## config.mk

```make
export PLATFORM = sky130hd
export DESIGN_NAME = mole_game_core
export DESIGN_NICKNAME = d
export VERILOG_FILES = /design/src/rtl/mole_game_pkg.sv /design/src/rtl/mole_lfsr.sv /design/src/rtl/mole_game_core.sv
export SDC_FILE = /design/constraint.sdc
export NUM_CORES = 1
export LEC_CHECK = 0
export BUFFER_PORTS_ARGS = -buffer_cell sky130_fd_sc_hd__buf_2
export CAP_MARGIN = 5
export CORE_ASPECT_RATIO = 2
export CORE_MARGIN = 2
export CORE_UTILIZATION = 50
export DETAILED_ROUTE_END_ITERATION = 6
export PLACE_DENSITY = 0.72
export SKIP_LAST_GASP = 1
export SYNTH_ARGS = -nofsm -noshare
export SYNTH_HDL_FRONTEND = slang
export SYNTH_SLANG_ARGS = --single-unit
```

## constraint.sdc

```tcl
create_clock -name clock -period 2.5 [get_ports clock]
set_input_delay 0 -clock clock [delete_from_list [all_inputs] [get_ports clock]]
set_output_delay 0 -clock clock [all_outputs]
set_load 0.1 [all_outputs]
```

## src/rtl/mole_game_pkg.sv

```systemverilog
// Shared types and helpers for the whack-a-mole game engine.
package mole_game_pkg;

    typedef enum logic [2:0] {
        IDLE,
        SPAWN,
        UP,
        COOLDOWN,
        OVER
    } game_state_e;

    // Galois feedback masks giving maximal-length sequences for common widths.
    function automatic int default_taps(input int width);
        case (width)
            4:       return 'h9;
            5:       return 'h12;
            6:       return 'h21;
            7:       return 'h41;
            8:       return 'hB8;
            12:      return 'hE08;
            16:      return 'hB400;
            default: return 'hB8;
        endcase
    endfunction

    // Show period shrinks linearly with level and is clamped at a floor.
    function automatic int period_for_level(input int lvl, input int base,
                                            input int step, input int floor_p);
        int p;
        p = base - lvl * step;
        if (p < floor_p) p = floor_p;
        return p;
    endfunction

endpackage

```

## src/rtl/mole_lfsr.sv

```systemverilog
// Galois LFSR used to pick the next mole; a zero seed is forced to 1 so the
// register can never lock up in the all-zero state.
module mole_lfsr
    import mole_game_pkg::*;
#(
    parameter int                LFSR_W = 8,
    parameter logic [LFSR_W-1:0] TAPS   = LFSR_W'(default_taps(LFSR_W))
) (
    input  logic              clock,
    input  logic              reset,
    input  logic              i_load,
    input  logic [LFSR_W-1:0] i_seed,
    input  logic              i_enable,
    output logic [LFSR_W-1:0] o_value
);

    logic [LFSR_W-1:0] r_state;

    // Load takes priority over stepping; each step shifts right and folds in the taps.
    always_ff @(posedge clock) begin
        if (reset) begin
            r_state <= LFSR_W'(1);
        end else if (i_load) begin
            r_state <= (i_seed == '0) ? LFSR_W'(1) : i_seed;
        end else if (i_enable) begin
            r_state <= r_state[0] ? ((r_state >> 1) ^ TAPS) : (r_state >> 1);
        end
    end

    assign o_value = r_state;

endmodule

```

## src/rtl/mole_game_core.sv

```systemverilog
// Whack-a-mole game engine: mole selection, show/cooldown timing, hit/miss
// scoring, lives and level progression. All outputs are registered.
module mole_game_core
    import mole_game_pkg::*;
#(
    parameter int                NUM_MOLES      = 4,
    parameter int                LFSR_W         = 8,
    parameter logic [LFSR_W-1:0] TAPS           = LFSR_W'(default_taps(LFSR_W)),
    parameter int                TIMER_W        = 28,
    parameter int                BASE_PERIOD    = 50000000,
    parameter int                PERIOD_STEP    = 10000000,
    parameter int                MIN_PERIOD     = 10000000,
    parameter int                COOL_CYCLES    = 5000000,
    parameter int                HITS_PER_LEVEL = 8,
    parameter int                NUM_LEVELS     = 4,
    parameter int                LIVES          = 3,
    parameter int                SCORE_W        = 8
) (
    input  logic                          clock,
    input  logic                          reset,
    input  logic                          start,
    input  logic [LFSR_W-1:0]             seed,
    input  logic [NUM_MOLES-1:0]          buttons,
    output logic [NUM_MOLES-1:0]          moles,
    output logic [SCORE_W-1:0]            score,
    output logic [$clog2(NUM_LEVELS)-1:0] level,
    output logic [3:0]                    lives,
    output logic                          game_over,
    output logic                          hit_pulse,
    output logic                          miss_pulse
);

    localparam int IDX_W  = $clog2(NUM_MOLES);
    localparam int LVL_W  = $clog2(NUM_LEVELS);
    localparam int HCNT_W = $clog2(HITS_PER_LEVEL + 1);

    game_state_e          r_state;
    game_state_e          w_nextState;
    logic [NUM_MOLES-1:0] r_buttonsQ;
    logic [NUM_MOLES-1:0] w_edges;
    logic [TIMER_W-1:0]   r_timer;
    logic [TIMER_W-1:0]   w_period;
    logic [IDX_W-1:0]     r_prevIdx;
    logic                 r_prevValid;
    logic [HCNT_W-1:0]    r_hitCnt;
    logic [LFSR_W-1:0]    w_lfsr;
    logic [IDX_W-1:0]     w_rawIdx;
    logic [IDX_W-1:0]     w_spawnIdx;
    logic                 w_init;
    logic                 w_hit;
    logic                 w_miss;

    mole_lfsr #(
        .LFSR_W (LFSR_W),
        .TAPS   (TAPS)
    ) u_lfsr (
        .clock    (clock),
        .reset    (reset),
        .i_load   (w_init),
        .i_seed   (seed),
        .i_enable (r_state == SPAWN),
        .o_value  (w_lfsr)
    );

    assign w_edges  = buttons & ~r_buttonsQ;
    assign w_period = TIMER_W'(period_for_level(int'(level), BASE_PERIOD, PERIOD_STEP, MIN_PERIOD));
    assign w_rawIdx = IDX_W'(32'(w_lfsr) % 32'(NUM_MOLES));

    // Never show the same mole twice in a row: a repeat is bumped to the next mole.
    assign w_spawnIdx = (r_prevValid && (w_rawIdx == r_prevIdx))
                      ? ((w_rawIdx == IDX_W'(NUM_MOLES - 1)) ? '0 : w_rawIdx + IDX_W'(1))
                      : w_rawIdx;

    // State register.
    always_ff @(posedge clock) begin
        if (reset) r_state <= IDLE;
        else       r_state <= w_nextState;
    end

    // Next state plus hit/miss decode; a hit outranks a wrong press and the timeout.
    always_comb begin
        w_nextState = r_state;
        w_init      = 1'b0;
        w_hit       = 1'b0;
        w_miss      = 1'b0;
        case (r_state)
            IDLE, OVER: begin
                if (start) begin
                    w_init      = 1'b1;
                    w_nextState = SPAWN;
                end
            end
            SPAWN: w_nextState = UP;
            UP: begin
                if (w_edges[r_prevIdx]) begin
                    w_hit = 1'b1;
                end else if ((w_edges != '0) || (r_timer == TIMER_W'(1))) begin
                    w_miss = 1'b1;
                end
                if (w_hit || w_miss) w_nextState = COOLDOWN;
            end
            COOLDOWN: begin
                if (r_timer == TIMER_W'(1)) w_nextState = (lives == 4'd0) ? OVER : SPAWN;
            end
            default: w_nextState = IDLE;
        endcase
    end

    // Game datapath: shared timer, lit mole, score/level/lives and the one-cycle pulses.
    always_ff @(posedge clock) begin
        if (reset) begin
            r_buttonsQ  <= '0;
            r_timer     <= '0;
            r_prevIdx   <= '0;
            r_prevValid <= 1'b0;
            r_hitCnt    <= '0;
            moles       <= '0;
            score       <= '0;
            level       <= '0;
            lives       <= 4'd0;
            game_over   <= 1'b0;
            hit_pulse   <= 1'b0;
            miss_pulse  <= 1'b0;
        end else begin
            r_buttonsQ <= buttons;
            hit_pulse  <= w_hit;
            miss_pulse <= w_miss;
            case (r_state)
                IDLE, OVER: begin
                    if (w_init) begin
                        score       <= '0;
                        level       <= '0;
                        lives       <= 4'(LIVES);
                        r_hitCnt    <= '0;
                        r_prevValid <= 1'b0;
                        game_over   <= 1'b0;
                    end
                end
                SPAWN: begin
                    moles       <= NUM_MOLES'(1) << w_spawnIdx;
                    r_timer     <= w_period;
                    r_prevIdx   <= w_spawnIdx;
                    r_prevValid <= 1'b1;
                end
                UP: begin
                    if (w_hit) begin
                        moles   <= '0;
                        r_timer <= TIMER_W'(COOL_CYCLES);
                        if (score != '1) score <= score + SCORE_W'(1);
                        if (r_hitCnt == HCNT_W'(HITS_PER_LEVEL - 1)) begin
                            r_hitCnt <= '0;
                            if (level != LVL_W'(NUM_LEVELS - 1)) level <= level + LVL_W'(1);
                        end else begin
                            r_hitCnt <= r_hitCnt + HCNT_W'(1);
                        end
                    end else if (w_miss) begin
                        moles   <= '0;
                        r_timer <= TIMER_W'(COOL_CYCLES);
                        lives   <= lives - 4'd1;
                    end else begin
                        r_timer <= r_timer - TIMER_W'(1);
                    end
                end
                COOLDOWN: begin
                    if (r_timer == TIMER_W'(1)) begin
                        if (lives == 4'd0) game_over <= 1'b1;
                    end else begin
                        r_timer <= r_timer - TIMER_W'(1);
                    end
                end
                default: ;
            endcase
        end
    end

endmodule

```

[Word level (Yosys, flattened, before mapping)]
Cells that the tools add are included.
Operators by class
  add/subtract/negate cells: 7
  multipliers: 1
  magnitude comparators: 2
  equal/unequal tests: 23
  shift-type cells: 1
  mux-type cells: 52
  bitwise logic cells: 3
  reductions and logical operators: 23
Operators with widths (count)
  28-bit two-way mux: 4
  28-bit one-hot mux with 3 select lines: 1
  8-bit two-way mux: 7
  4-bit two-way mux: 8
  28-bit by 1-bit equality test with 1-bit output, second input constant: 1
  28-bit by 1-bit subtractor with 28-bit output, second input constant: 1
  27-bit by 25-bit < comparator with 1-bit output, second input constant: 1
  26-bit by 26-bit subtractor with 27-bit output, first input constant: 1
  2-bit inequality test, second input constant: 12
  4-bit one-hot mux with 2 select lines: 3
  2-bit by 17-bit multiplier with 19-bit output, second input constant: 1
  8-bit one-hot mux with 2 select lines: 1
  1-bit two-way mux: 13
  2-bit two-way mux: 6
  3-bit two-way mux: 4
  3-bit one-hot mux with 4 select lines: 1
  4-bit AND reduction: 3
  2-bit nonzero test: 5
  8-bit by 1-bit adder with 8-bit output, second input constant: 1
  8-bit zero test: 1
  8-bit inequality test, second input constant: 1
  3-bit by 2-bit equality test with 1-bit output, second input constant: 2
  2-bit AND reduction: 3
  3-bit AND reduction: 2
  other kinds (26): 29
Word-level totals
  bits in registers: 71
  bits of input ports: 15
  output and inout bits: 21
  word-level logic and storage cells: 126

[Longest topological paths before layout]
Gate-level depths: netlist of the first run.
  depth after elaboration: 11
  gate-level depth with buffers: 9
  mapped depth without buffers: 8

[Modules after synthesis]
Synthesis of the first run repeated with hierarchy kept, for this count alone.
Unflattened totals
  cells, all modules: 507
  area, all modules: 4025.1 um^2
By module, submodules not included
  mole_game_core: instances 1, cells each 462, area an instance 3618.5 um^2, sequential area each 1261.2 um^2
  mole_lfsr: instances 1, cells each 45, area an instance 406.6 um^2, sequential area each 160.2 um^2

[Worst setup path before layout of the first run]
No wires, ideal clock.
  path type: register to register
  start: register level[0]
  end: register r_timer[15]
  setup time: 0.120 ns
  arrival: 2.442 ns
  data required time: 2.380 ns
  path slack: -0.062 ns
  stages on the path, launching flop included: 9
  path buffers: 0
  period minus slack after synthesis: 2.562 ns
  path through: dfxtp_1 -> inv_1 -> ha_1 -> nand4b_1 -> xnor2_1 -> nand3_1 -> o21a_1 -> nor3_1 -> nor3_1
On the way
  cells in the longest elaborated chain, start to end: 5
Ends and longest elaborated chain
  start, declared: RTL line mole_game_core.sv:26  | output logic [$clog2(NUM_LEVELS)-1:0] level,
  start signal, assigned: RTL line mole_game_core.sv:152  | if (level != LVL_W'(NUM_LEVELS - 1)) level <= level + LVL_W'(1);
  2-bit by 17-bit multiplier with 19-bit output (*): RTL line mole_game_pkg.sv:30  | p = base - lvl * step;
  26-bit by 26-bit subtractor with 27-bit output (*): RTL line mole_game_pkg.sv:30
  27-bit by 25-bit < comparator with 1-bit output: RTL line mole_game_pkg.sv:31  | if (p < floor_p) p = floor_p;
  28-bit two-way mux (*): RTL line mole_game_pkg.sv:31
  28-bit one-hot mux with 3 select lines (*): RTL line mole_game_core.sv:128  | case (r_state)
  end signal, assigned: RTL line mole_game_core.sv:141  | r_timer <= w_period;
  end signal, assigned: RTL line mole_game_core.sv:148  | r_timer <= TIMER_W'(COOL_CYCLES);
  end signal, assigned: RTL line mole_game_core.sv:158  | r_timer <= TIMER_W'(COOL_CYCLES);
  end, declared: RTL line mole_game_core.sv:41  | logic [TIMER_W-1:0] r_timer;
Mark *: on every way between the ends. The rest lies on a longest branch, timed or not.
A chain may end at the register's enable or synchronous reset.

[Final worst setup path of the first run]
  start: register r_timer[12]
  end: register r_timer[21]
On the way
  cells in the longest elaborated chain, start to end: 9
  elaborated cells between the ends (all ways): 13
  classes of those cells: add/sub: 1; eq/ne: 2; mux: 8; reduce/logical: 2
Ends and longest elaborated chain
  branches (longest 9 deep; another with 28-bit by 1-bit subtractor with 28-bit output)
Parallel ways; which one is timed is not known. The select of a mux whose other input is x is not followed.

==> results of run 1 <==
-- synth_stat cells (3+ instances only) --
master | n | share of area
nor2b_1 | 5 | 0.0078
nand2_1 | 40 | 0.038
xor2_1 | 11 | 0.024
nand4_1 | 9 | 0.014
a41o_1 | 4 | 0.010
and3_1 | 4 | 0.0063
nor3b_1 | 3 | 0.0056
or4_1 | 5 | 0.0094
o211ai_1 | 3 | 0.0056
or2_2 | 4 | 0.0063
nor2_1 | 56 | 0.053
nor4_1 | 11 | 0.017
clkbuf_1 | 23 | 0.022
or3_1 | 14 | 0.022
dfxtp_1 | 71 | 0.36
xnor2_1 | 10 | 0.022
o21a_1 | 3 | 0.0056
and2_1 | 3 | 0.0047
nor4b_1 | 3 | 0.0066
nand3_1 | 22 | 0.028
o21ai_0 | 33 | 0.041
nand2b_1 | 6 | 0.0094
a22oi_1 | 3 | 0.0056
o311ai_0 | 4 | 0.0088
a31oi_1 | 11 | 0.017
a221oi_1 | 3 | 0.0066
o31ai_1 | 4 | 0.0075
a21oi_1 | 34 | 0.043
nor3_1 | 31 | 0.039
ha_1 | 15 | 0.047
o22ai_1 | 4 | 0.0063
inv_1 | 15 | 0.014
-- flip-flops by register name, summed over array words and instances (netlist names) --
| signal | flops |
|---|---|
| game_over | 1 |
| hit_pulse | 1 |
| level | 2 |
| lives | 4 |
| miss_pulse | 1 |
| moles | 4 |
| r_buttonsQ | 4 |
| r_hitCnt | 4 |
| r_prevIdx | 2 |
| r_prevValid | 1 |
| r_state | 3 |
| r_timer | 28 |
| score | 8 |
| u_lfsr.o_value | 8 |
-- power groups by stage --
stage                     Clock (mW)  Sequential [mW]  Combinational (mW)
final                           1.42             1.36                1.29
after global routing            1.46             1.37                1.40
after CTS                       1.43             1.35                1.24
after detailed placement           0             1.38                1.22
after global placement             0             1.37                1.21
after floorplan                    0             1.46               0.740
-- cells in the final DEF (no fill, tap or decap), drive strengths merged, types with 5 or more instances in the layout --
cell type	instances
nand2	40
nor3	31
nor4	13
nand2b	6
xor2	11
or4	6
ha	15
nor2	57
a21oi	34
nand4	9
or3	14
dfxtp	71
dlygate4sd3	12
a31oi	11
nand3	22
nor2b	5
clkbuf	10
o21ai	34
buf	80
inv	16
xnor2	10
-- metrics by stage --
step / instance area, um2 / hold slack (ps) / power [mW] / cells / utilization
after floorplan: 4008 / 128.2 / 2.202 / 502 / -
after global placement: 4523 / 229.8 / 2.581 / 651 / 0.5778
after detailed placement: 4523 / 235.9 / 2.591 / 651 / 0.5778
after CTS: 4990 / 32.73 / 4.024 / 679 / 0.6375
after global routing: 5025 / 43.60 / 4.237 / 681 / 0.6419
final: 5025 / 31.79 / 4.064 / 681 / 0.6419
-- cell type report --
cell class	instances	area [um2]
Timing Repair Buffer	92	640.6
Fill cell	685	2803
Clock buffer	10	239.0
Inverter	15	56.30
Clock inverter	6	91.34
Multi-Input combinational cell	391	2454
Sequential cell	71	1424
Tap cell	96	120.1
-- how the worst max path moves through the flow --
stage | depth (start not counted) | slack (ps) | start | endpoint
after floorplan | 7 | -40 | r_timer[12] | r_timer[21]
after global placement | 7 | -30 | r_timer[12] | r_timer[21]
after detailed placement | 7 | -100 | r_timer[12] | r_timer[21]
after CTS | 7 | -70 | r_timer[12] | r_timer[21]
after global routing | 7 | -140 | r_timer[12] | r_timer[21]
final | 7 | -80 | r_timer[12] | r_timer[21]
-- critical path, delay by kind of cell, from the launching register on --
kind	cells	cell delay [ps]
AND/OR/NAND/NOR	3	1580
AO/OA/AOI/OAI	3	440
flip-flops	1	320
buffers and inverters	1	170
-- cell families (layout without fill, tap and decap cells) --
family,after synthesis,count (layout),synth area share
AND/OR/NAND/NOR,225,225,0.2930
AO/OA/AOI/OAI,127,127,0.2086
flip-flops,71,71,0.3563
buffers and inverters,40,123,0.03826
XOR/XNOR,21,21,0.04611
adder cells (fa/ha/maj),15,15,0.04705
multiplexers,3,3,0.01066
-- timing repair --
action / CTS / global route
hold endpoints to repair: 12 / 0
gates cloned: 0 / 0
endpoints found under the setup margin: 13 / 30
buffers inserted: 0 / 2
pin swaps: 0 / 5
hold buffers: 12 / 0
gates resized for setup: 3 / 7
-- routing by layer --
metal	routed length, um	share of wire	vias to the layer above	GRT usage
met5	0	0	-	0
met4	338	0.030	0	0.1248
met3	664	0.058	32	0.03448
met2	5524	0.48	150	0.4391
met1	4894	0.43	1987	0.3645
li1	-	-	2002	-
==> key figures, run 1 <==
Place
  • Routability cong.: 0.9328
  • Hpwl dp: 8.089 mm
  • IO buf count: 35
  • Pre-CTS WS: -96.01 ps

Timing
  • Max-Slew Margin vs Limit: 0.5746
  • RSZ-0062 raised after global routing: yes
  • Final Hold Viols: 0
  • Worst Setup Slack, final: -78.45 ps
  • Actual slew at the worst max-slew pin: 631.5 ps
  • Pins Over Slew Limit: 0
  • Setup_tns: -349.6 ps
  • Tmin final: 2578 ps
  • Max frequency: 387.8 MHz
  • Final worst-path cycle share: 1.031
  • Worst Skew: 6.059 ps
  • Final setup fails: 11

Synthesis
  • Library cells used by synthesis: 59
  • Yosys warnings: 0
  • Sequential element share of the synthesized area: 0.3563
  • Cells after Synth: 502
  • Synthesized Nets: 532
  • Avg Inst Size Synth: 7.946 um2
  • Post-synth EDFFs: 0
  • FFs w/ async S/R, synth: 0
  • #FFs+latches synth: 71
  • Synthesized area: 3989 um2
  • Dominant synthesized flop cell: dfxtp_1

Worst setup path
  • CP Cell Sequence: or4_4 -> or4b_4 -> or4_4 -> a211oi_4 -> buf_6 -> a21oi_1 -> o22ai_1
  • R2r setup slk: -80 ps
  • RR Endpoint: r_timer[21]
  • Kind of critical path: flip-flop to flip-flop
  • Worst path slowest cell: or4_4
  • Reg-to-reg startpoint: r_timer[12]
  • Largest stage delay, worst path: 550 ps
  • CP dominant cell by count: or4_4
  • Crit path max fanout: 10
  • CP Capture Type: flip-flop
  • CP Data Arrival Time: 2840 ps
  • CP Launch Type: flip-flop
  • Data required time of the worst path: 2770 ps
  • R2R depth: 7

Min path
  • HP Start: seed[3]
  • Hold Path Depth: 3
  • Worst Hold Class: primary input to flip-flop
  • WHS Endpoint: u_lfsr.o_value[3]

CTS
  • Clk_lat worst skew: 340 ps
  • # H-tree levels: 3
  • CTS Buf Count: 9
  • CTS tree: done
  • Clock root buffer: clkbuf_16
  • Clock slew at reported path FFs: 60 ps
  • Max clock buf depth: 2
  • CTS sink cnt: 71

Status
  • Failing checks: setup timing
  • Status: finished, violations left

Routing
  • Pre-antenna DRT Iters: 5
  • Initial drt markers: 373
  • Post-DR vias/cell: 6.125
  • WL/cell: 16.77 um
  • # DRC: 0
  • Via count: 4171
  • DRT Wirelength: 11.42 mm
  • ANT nets after route: 0

Die
  • Initial Utilization: 0.5096
  • Core area: 7828 um2
  • Number of cell rows: 46
  • Overall die width: 67.16 um
  • Die footprint: 8751 um2
  • Boundary pin count: 36
  • Die height: 130.3 um

Power and ir drop
  • Pint: 2.644 mW
  • Clock Power Share: 0.349
  • LEAKAGE: 2.031 nW
  • Worst vdd ir: 0.4674 mV
  • Sequential Power Share: 0.334
  • Logic pwr share: 0.317
  • Net Sw Frac: 0.3494
  • NetSw: 1.420 mW
  • Pwr per Cell Area: 808.7 nW/um2

Global route
  • Initial antenna violation count: 0
  • First-pass GRT wire length: 18.58 mm
  • Number of global-route vias before repair: 3922
  • Largest net degree at the start of global routing: 22
  • All-Layer GR Usage: 0.2749
  • Total grt overflow: 0

Flow run
  • MaxCap Viol Count: 0

Layout
  • Layout Nets: 610
  • Layout cells sized above 1: 0.2068
  • Synth-to-Final Area Change: 25.97%
  • ANT cells: 0
Note: power is estimated with default switching activity, not from simulation.
==> inputs of run 2 (changes only) <==
CORE_MARGIN = unset   (was 2)
==> run 2 against run 1 <==
Net effect: the flow still finishes with violations (setup timing); global-route usage increased by 4.5 points; highest routed layer unchanged; flip-flop and latch count unchanged; non-clock buffer count increased by 16; first-iteration DRC count decreased by 12%.
==> key figures, run 2 (same netlist as run 1, synthesis figures left out) <==
CTS
  • CTS Buf Count: 9 (unchanged)
  • Clk_lat worst skew: 330 ps (about the same)
  • # H-tree levels: 3 (unchanged)
  • Clock slew at reported path FFs: 50 ps (about the same)
  • CTS tree: done
  • CTS sink cnt: 71 (unchanged)
  • Max clock buf depth: 2 (unchanged)
  • Clock root buffer: clkbuf_16

Power and ir drop
  • Pint: 2.518 mW (-4.8%)
  • Clock Power Share: 0.295 (-0.054)
  • Design Power: 3.968 mW (-2.4%)
  • Pwr per Cell Area: 775.0 nW/um2 (-4.2%)
  • Logic pwr share: 0.363 (+0.046)
  • Net Sw Frac: 0.3655 (+0.01615)
  • NetSw: 1.450 mW (+2.2%)
  • LEAKAGE: 2.090 nW (+2.9%)
  • Sequential Power Share: 0.342 (+0.008)
  • Worst vdd ir: 0.5024 mV (+7.5%)

Layout
  • Largest reg by FF count: r_timer
  • Largest register FFs: 28 (unchanged)
  • Layout Cells excl Fill: 693 (+1.8%)
  • Most frequent cells in the layout: dfxtp_1, buf_4, nor2_1
  • Commonest non-fill, non-tap cell in the layout: dfxtp_1
  • Synth-to-Final Area Change: 28.36%
  • Layout cells sized above 1: 0.2304 (+0.02355)
  • ANT cells: 0 (unchanged)
  • Post-Layout Inst Area: 5120 um2 (+1.9%)
  • Layout Nets: 626 (+2.6%)
  • Fill cells: 685 (unchanged)

Global route
  • First-pass GRT wire length: 20.41 mm (+9.8%)
  • Largest net degree at the start of global routing: 41 (+86%)
  • Number of global-route vias before repair: 4269 (+8.8%)
  • All-Layer GR Usage: 0.3198 (+0.04495)
  • Initial antenna violation count: 0 (unchanged)
  • Total grt overflow: 0 (unchanged)

Place
  • Placed cell area: 4626 um2 (+2.3%)
  • Placed insts: 663 (+1.8%)
  • Routability cong.: 0.9577 (+2.7%)
  • IO buf count: 35 (unchanged)
  • Hpwl dp: 9.140 mm (+13%)

Worst setup path
  • Crit path max fanout: 4 (-6)
  • CP dominant cell by count: or4_4
  • CP Capture Type: flip-flop
  • Worst Setup SP: r_timer[12]
  • Reg-to-reg startpoint: r_timer[12]
  • CP Launch Type: flip-flop
  • Worst path bufs/invs: 1 (unchanged)
  • Worst path slowest cell: or4_4
  • Data required time of the worst path: 2760 ps (about the same)
  • Largest stage delay, worst path: 540 ps (about the same)
  • CP Data Arrival Time: 2830 ps (about the same)
  • Kind of critical path: flip-flop to flip-flop
  • Kind of cell adding the most delay to the critical path: simple AND/OR/NAND/NOR gates
  • CP Cell Sequence: or4_4 -> or4b_4 -> or4_4 -> a211oi_4 -> buf_6 -> a21oi_2 -> o22ai_1

Die
  • Initial Utilization: 0.5209 (+0.01132)
  • Number of cell rows: 45 (-2.2%)
  • Overall die width: 65.16 um (-3.0%)
  • Core area: 7657 um2 (-2.2%)
  • Die height: 128.3 um (-1.5%)
  • Boundary pin count: 36 (unchanged)
  • Die footprint: 8360 um2 (-4.5%)

Timing
  • Final setup fails: 15 (+4)
  • Final worst-path cycle share: 1.027 (-0.004069)
  • Worst Skew: 5.655 ps (-0.4041 ps)
  • RSZ-0062 raised after global routing: yes
  • Pins Over Slew Limit: 0 (unchanged)
  • Actual slew at the worst max-slew pin: 509.5 ps (-122.0 ps)
  • Max frequency: 389.4 MHz (+0.40%)
  • Max-Slew Margin vs Limit: 0.6567 (+0.08217)
  • Setup_tns: -488.6 ps (-139.0 ps)
  • Final Hold Viols: 0 (unchanged)
  • Tmin final: 2568 ps (-10.17 ps)
  • Worst Setup Slack, final: -68.28 ps (+10.17 ps)

Routing
  • Via count: 4266 (+2.3%)
  • # DRC: 0 (unchanged)
  • Post-DR vias/cell: 6.156 (+0.51%)
  • ANT nets after route: 0 (unchanged)
  • Pre-antenna DRT Iters: 7 (+2)
  • WL/cell: 18.18 um (+8.4%)
  • DRT Wirelength: 12.60 mm (+10%)
  • Initial drt markers: 327 (-12%)

Status
  • Status: finished, violations left
  • Failing checks: setup timing

Min path
  • HP Start: seed[3]
  • Worst Hold Class: primary input to flip-flop

Flow run
  • MaxCap Viol Count: 0 (unchanged)
-- run 2: worst reg2reg max path, stage by stage (launching register included) --
cell,delay [ps]
dfxtp_2,320
or4_4,540
or4b_4,530
or4_4,460
a211oi_4,290
buf_6,160
a21oi_2,30
o22ai_1,160
-- run 2: worst paths after layout --
kind	end	slack (ps)	depth (start not counted)
min reg2reg	u_lfsr.o_value[2]	460	2
min	u_lfsr.o_value[3]	60	3
max	r_timer[21]	-70	7
max reg2reg	r_timer[21]	-70	7
-- run 2: layout make-up --
class,count,area (um2),area share
clock inverter,1,5.005,0.0009775
multi-input combinational,391,2490,0.4863
inverter,15,56.30,0.01100
clock buffer,13,260.3,0.05083
timing repair buffer,108,767.0,0.1498
tap,94,117.6,0.02297
sequential,71,1424,0.2781
-- run 2: power by group through the flow --
| stage | Combinational, mW | Sequential, mW | Clock [mW] |
|---|---|---|---|
| 2_1_floorplan | 0.740 | 1.46 | 0 |
| 3_3_place_gp | 1.32 | 1.37 | 0 |
| 3_5_place_dp | 1.34 | 1.37 | 0 |
| 4_1_cts | 1.39 | 1.35 | 1.18 |
| 5_1_grt | 1.55 | 1.37 | 1.23 |
| 6_report | 1.44 | 1.36 | 1.17 |
-- run 2: repair_timing --
item,4_1_cts,5_1_grt
setup endpoints to repair,29,32
gates resized for setup,8,17
hold buffers,13,0
buffers inserted,3,1
pin swaps,2,11
hold endpoints to repair,16,0
-- run 2: per-layer routing --
layer,up-vias,GRT usage,part of all wire
met4,0,0.2494,0.070
met3,66,0.06228,0.048
met2,165,0.5637,0.53
met5,-,0,0
li1,2031,-,-
met1,2004,0.3186,0.35
-- run 2: stage by stage --
stage	setup WS, ps	hold WS, ps	utilization
2_1_floorplan	-35.26	128.2	-
3_3_place_gp	-55.11	231.2	0.6041
3_5_place_dp	-102.1	238.2	0.6041
4_1_cts	-54.92	45.85	0.6627
5_1_grt	-141.9	71.89	0.6686
6_report	-68.28	62.56	0.6686
==> inputs of run 3 (changes only) <==
TNS_END_PERCENT = 100   (was unset)
clock period = 2.3 ns   (was 2.5 ns; I/O delays follow)
==> run 3 against run 2 <==
Net effect: the flow still finishes with violations (setup timing); clock power increased by 26%; flip-flop and latch count unchanged; count of clock-buffer cells in the layout decreased by 3.
==> key figures, run 3 (same netlist as run 1, synthesis figures left out) <==
Timing
  • RSZ-0062 raised after global routing: yes
  • Final setup fails: 39 (+24)
  • Max-Slew Margin vs Limit: 0.6102 (-0.04658)
  • Worst Skew: 10.24 ps (+4.584 ps)
  • Pins Over Slew Limit: 0 (unchanged)
  • Final worst-path cycle share: 1.121 (+0.09367)
  • Setup_tns: -6114 ps (-5625 ps)
  • Worst Setup Slack, final: -278.3 ps (-210.0 ps)
  • Final Hold Viols: 0 (unchanged)
  • Worst hold slack: 39.79 ps (-22.78 ps)
  • Max frequency: 387.9 MHz (-0.39%)
  • Tmin final: 2578 ps (+9.985 ps)
  • Actual slew at the worst max-slew pin: 583.6 ps (+74.05 ps)

Worst setup path
  • CP Data Arrival Time: 2800 ps (-30 ps)
  • Data required time of the worst path: 2530 ps (-230 ps)
  • Worst path bufs/invs: 1 (unchanged)
  • RR Endpoint: r_timer[20]
  • Largest stage delay, worst path: 540 ps (about the same)
  • Crit path max fanout: 4 (unchanged)
  • Worst path slowest cell: or4_4
  • CP Cell Sequence: or4_4 -> buf_6 -> or3_4 -> or3_4 -> or3_1 -> a21oi_2 -> o32ai_2
  • Reg-to-reg startpoint: r_timer[12]
  • CP Launch Type: flip-flop
  • Kind of critical path: flip-flop to flip-flop
  • CP dominant cell by count: or3_4
  • Kind of cell adding the most delay to the critical path: simple AND/OR/NAND/NOR gates
  • R2R depth: 7 (unchanged)
  • R2r setup slk: -280 ps (-210 ps)
  • Setup crit end: r_timer[20]
  • Stages on the worst setup path: 7 (unchanged)
  • Worst Setup SP: r_timer[12]
  • CP Capture Type: flip-flop

Layout
  • Fill cells: 567 (-17%)
  • Layout Nets: 656 (+4.8%)
  • Most frequent cells in the layout: buf_4, dfxtp_1, nor2_1
  • Layout cells sized above 1: 0.3360 (+0.1056)
  • Largest register FFs: 28 (unchanged)
  • ANT cells: 0 (unchanged)
  • Commonest non-fill, non-tap cell in the layout: buf_4
  • Largest reg by FF count: r_timer
  • Synth-to-Final Area Change: 44.92%

CTS
  • Clk_lat worst skew: 340 ps (about the same)
  • CTS Buf Count: 9 (unchanged)
  • Max clock buf depth: 2 (unchanged)
  • CTS sink cnt: 71 (unchanged)
  • # H-tree levels: 3 (unchanged)
  • CTS tree: done
  • Clock slew at reported path FFs: 60 ps (about the same)
  • Clock root buffer: clkbuf_16

Power and ir drop
  • Net Sw Frac: 0.3741 (+0.008564)
  • Pint: 3.068 mW (+22%)
  • Logic pwr share: 0.395 (+0.032)
  • NetSw: 1.833 mW (+26%)
  • Pwr per Cell Area: 847.9 nW/um2 (+9.4%)
  • Clock Power Share: 0.302 (+0.007)
  • Worst vdd ir: 0.7302 mV (+45%)
  • Design Power: 4.901 mW (+24%)
  • LEAKAGE: 2.363 nW (+13%)
  • Sequential Power Share: 0.303 (-0.039)

Status
  • Failing checks: setup timing
  • Status: finished, violations left

Die
  • Die height: 128.3 um (unchanged)
  • Core area: 7657 um2 (unchanged)
  • Number of cell rows: 45 (unchanged)
  • Die footprint: 8360 um2 (unchanged)
  • Boundary pin count: 36 (unchanged)
  • Initial Utilization: 0.5209 (unchanged)
  • Overall die width: 65.16 um (unchanged)

Global route
  • All-Layer GR Usage: 0.3578 (+0.03797)
  • Largest net degree at the start of global routing: 44 (+7.3%)
  • Number of global-route vias before repair: 4491 (+5.2%)
  • Initial antenna violation count: 0 (unchanged)
  • Total grt overflow: 0 (unchanged)
  • First-pass GRT wire length: 22.31 mm (+9.3%)

Min path
  • Worst Hold Class: primary input to flip-flop

Place
  • IO buf count: 35 (unchanged)
  • Hpwl dp: 10.37 mm (+13%)
  • Routability cong.: 1.007 (+5.1%)

Routing
  • Initial drt markers: 333 (+1.8%)
  • Via count: 4583 (+7.4%)
  • WL/cell: 19.83 um (+9.1%)
  • Pre-antenna DRT Iters: 5 (-2)
  • Post-DR vias/cell: 6.321 (+2.7%)
  • ANT nets after route: 0 (unchanged)
  • DRT Wirelength: 14.38 mm (+14%)
  • # DRC: 0 (unchanged)

Flow run
  • MaxCap Viol Count: 0 (unchanged)
## run 3: final cells by class
class	instances	area, um2	area share
Clock buffer	10	239.0	0.04134
Clock inverter	6	75.07	0.01299
Inverter	15	56.30	0.009740
Multi-Input combinational cell	391	2770	0.4792
Sequential cell	71	1428	0.2470
Tap cell	94	117.6	0.02035
Timing Repair Buffer	138	1095	0.1894
## run 3: tightest hold or removal path, stage by stage
cell and delay (ps):
buf_2 110, o22ai_1 150, nor3_1 70
## run 3: how the worst min path moves through the flow
stage,from,end,slack [ps],cells after the start
2_1_floorplan,buttons[0],r_buttonsQ[0],130,1
3_3_place_gp,buttons[0],r_buttonsQ[0],230,2
3_5_place_dp,buttons[0],r_buttonsQ[0],230,2
4_1_cts,seed[3],u_lfsr.o_value[3],40,3
5_1_grt,seed[3],u_lfsr.o_value[3],50,3
6_report,seed[3],u_lfsr.o_value[3],40,3
## run 3: power groups by stage
stage / sequential (mW) / clock (mW) / combinational [mW]
floorplan: 1.59 / 0 / 0.814
global placement: 1.49 / 0 / 1.53
detailed placement: 1.50 / 0 / 1.55
CTS: 1.47 / 1.48 / 1.67
global route: 1.49 / 1.53 / 2.05
finish: 1.49 / 1.48 / 1.93
## run 3: layer usage
metal,wire (um),GRT usage
met1,4803,0.3324
met2,7646,0.6434
met3,728,0.08274
met4,1200,0.2890
met5,0,0
## run 3: stage by stage
stage	utilization	instance area (um2)	instances	setup slack [ps]
global placement	0.6319	4838	685	-211.7
CTS	0.7075	5418	718	-216.6
floorplan	-	4021	502	-231.4
global route	0.7549	5781	725	-317.0
finish	0.7549	5781	725	-278.3
detailed placement	0.6319	4838	685	-274.2
## run 3: timing repair
| item | 4_1_cts | 5_1_grt |
|---|---|---|
| setup buffers | 4 | 7 |
| hold endpoints to repair | 14 | 0 |
| pin swaps | 12 | 42 |
| hold buffers | 13 | 0 |
| setup endpoints to repair | 41 | 41 |
| gates resized for setup | 36 | 65 |
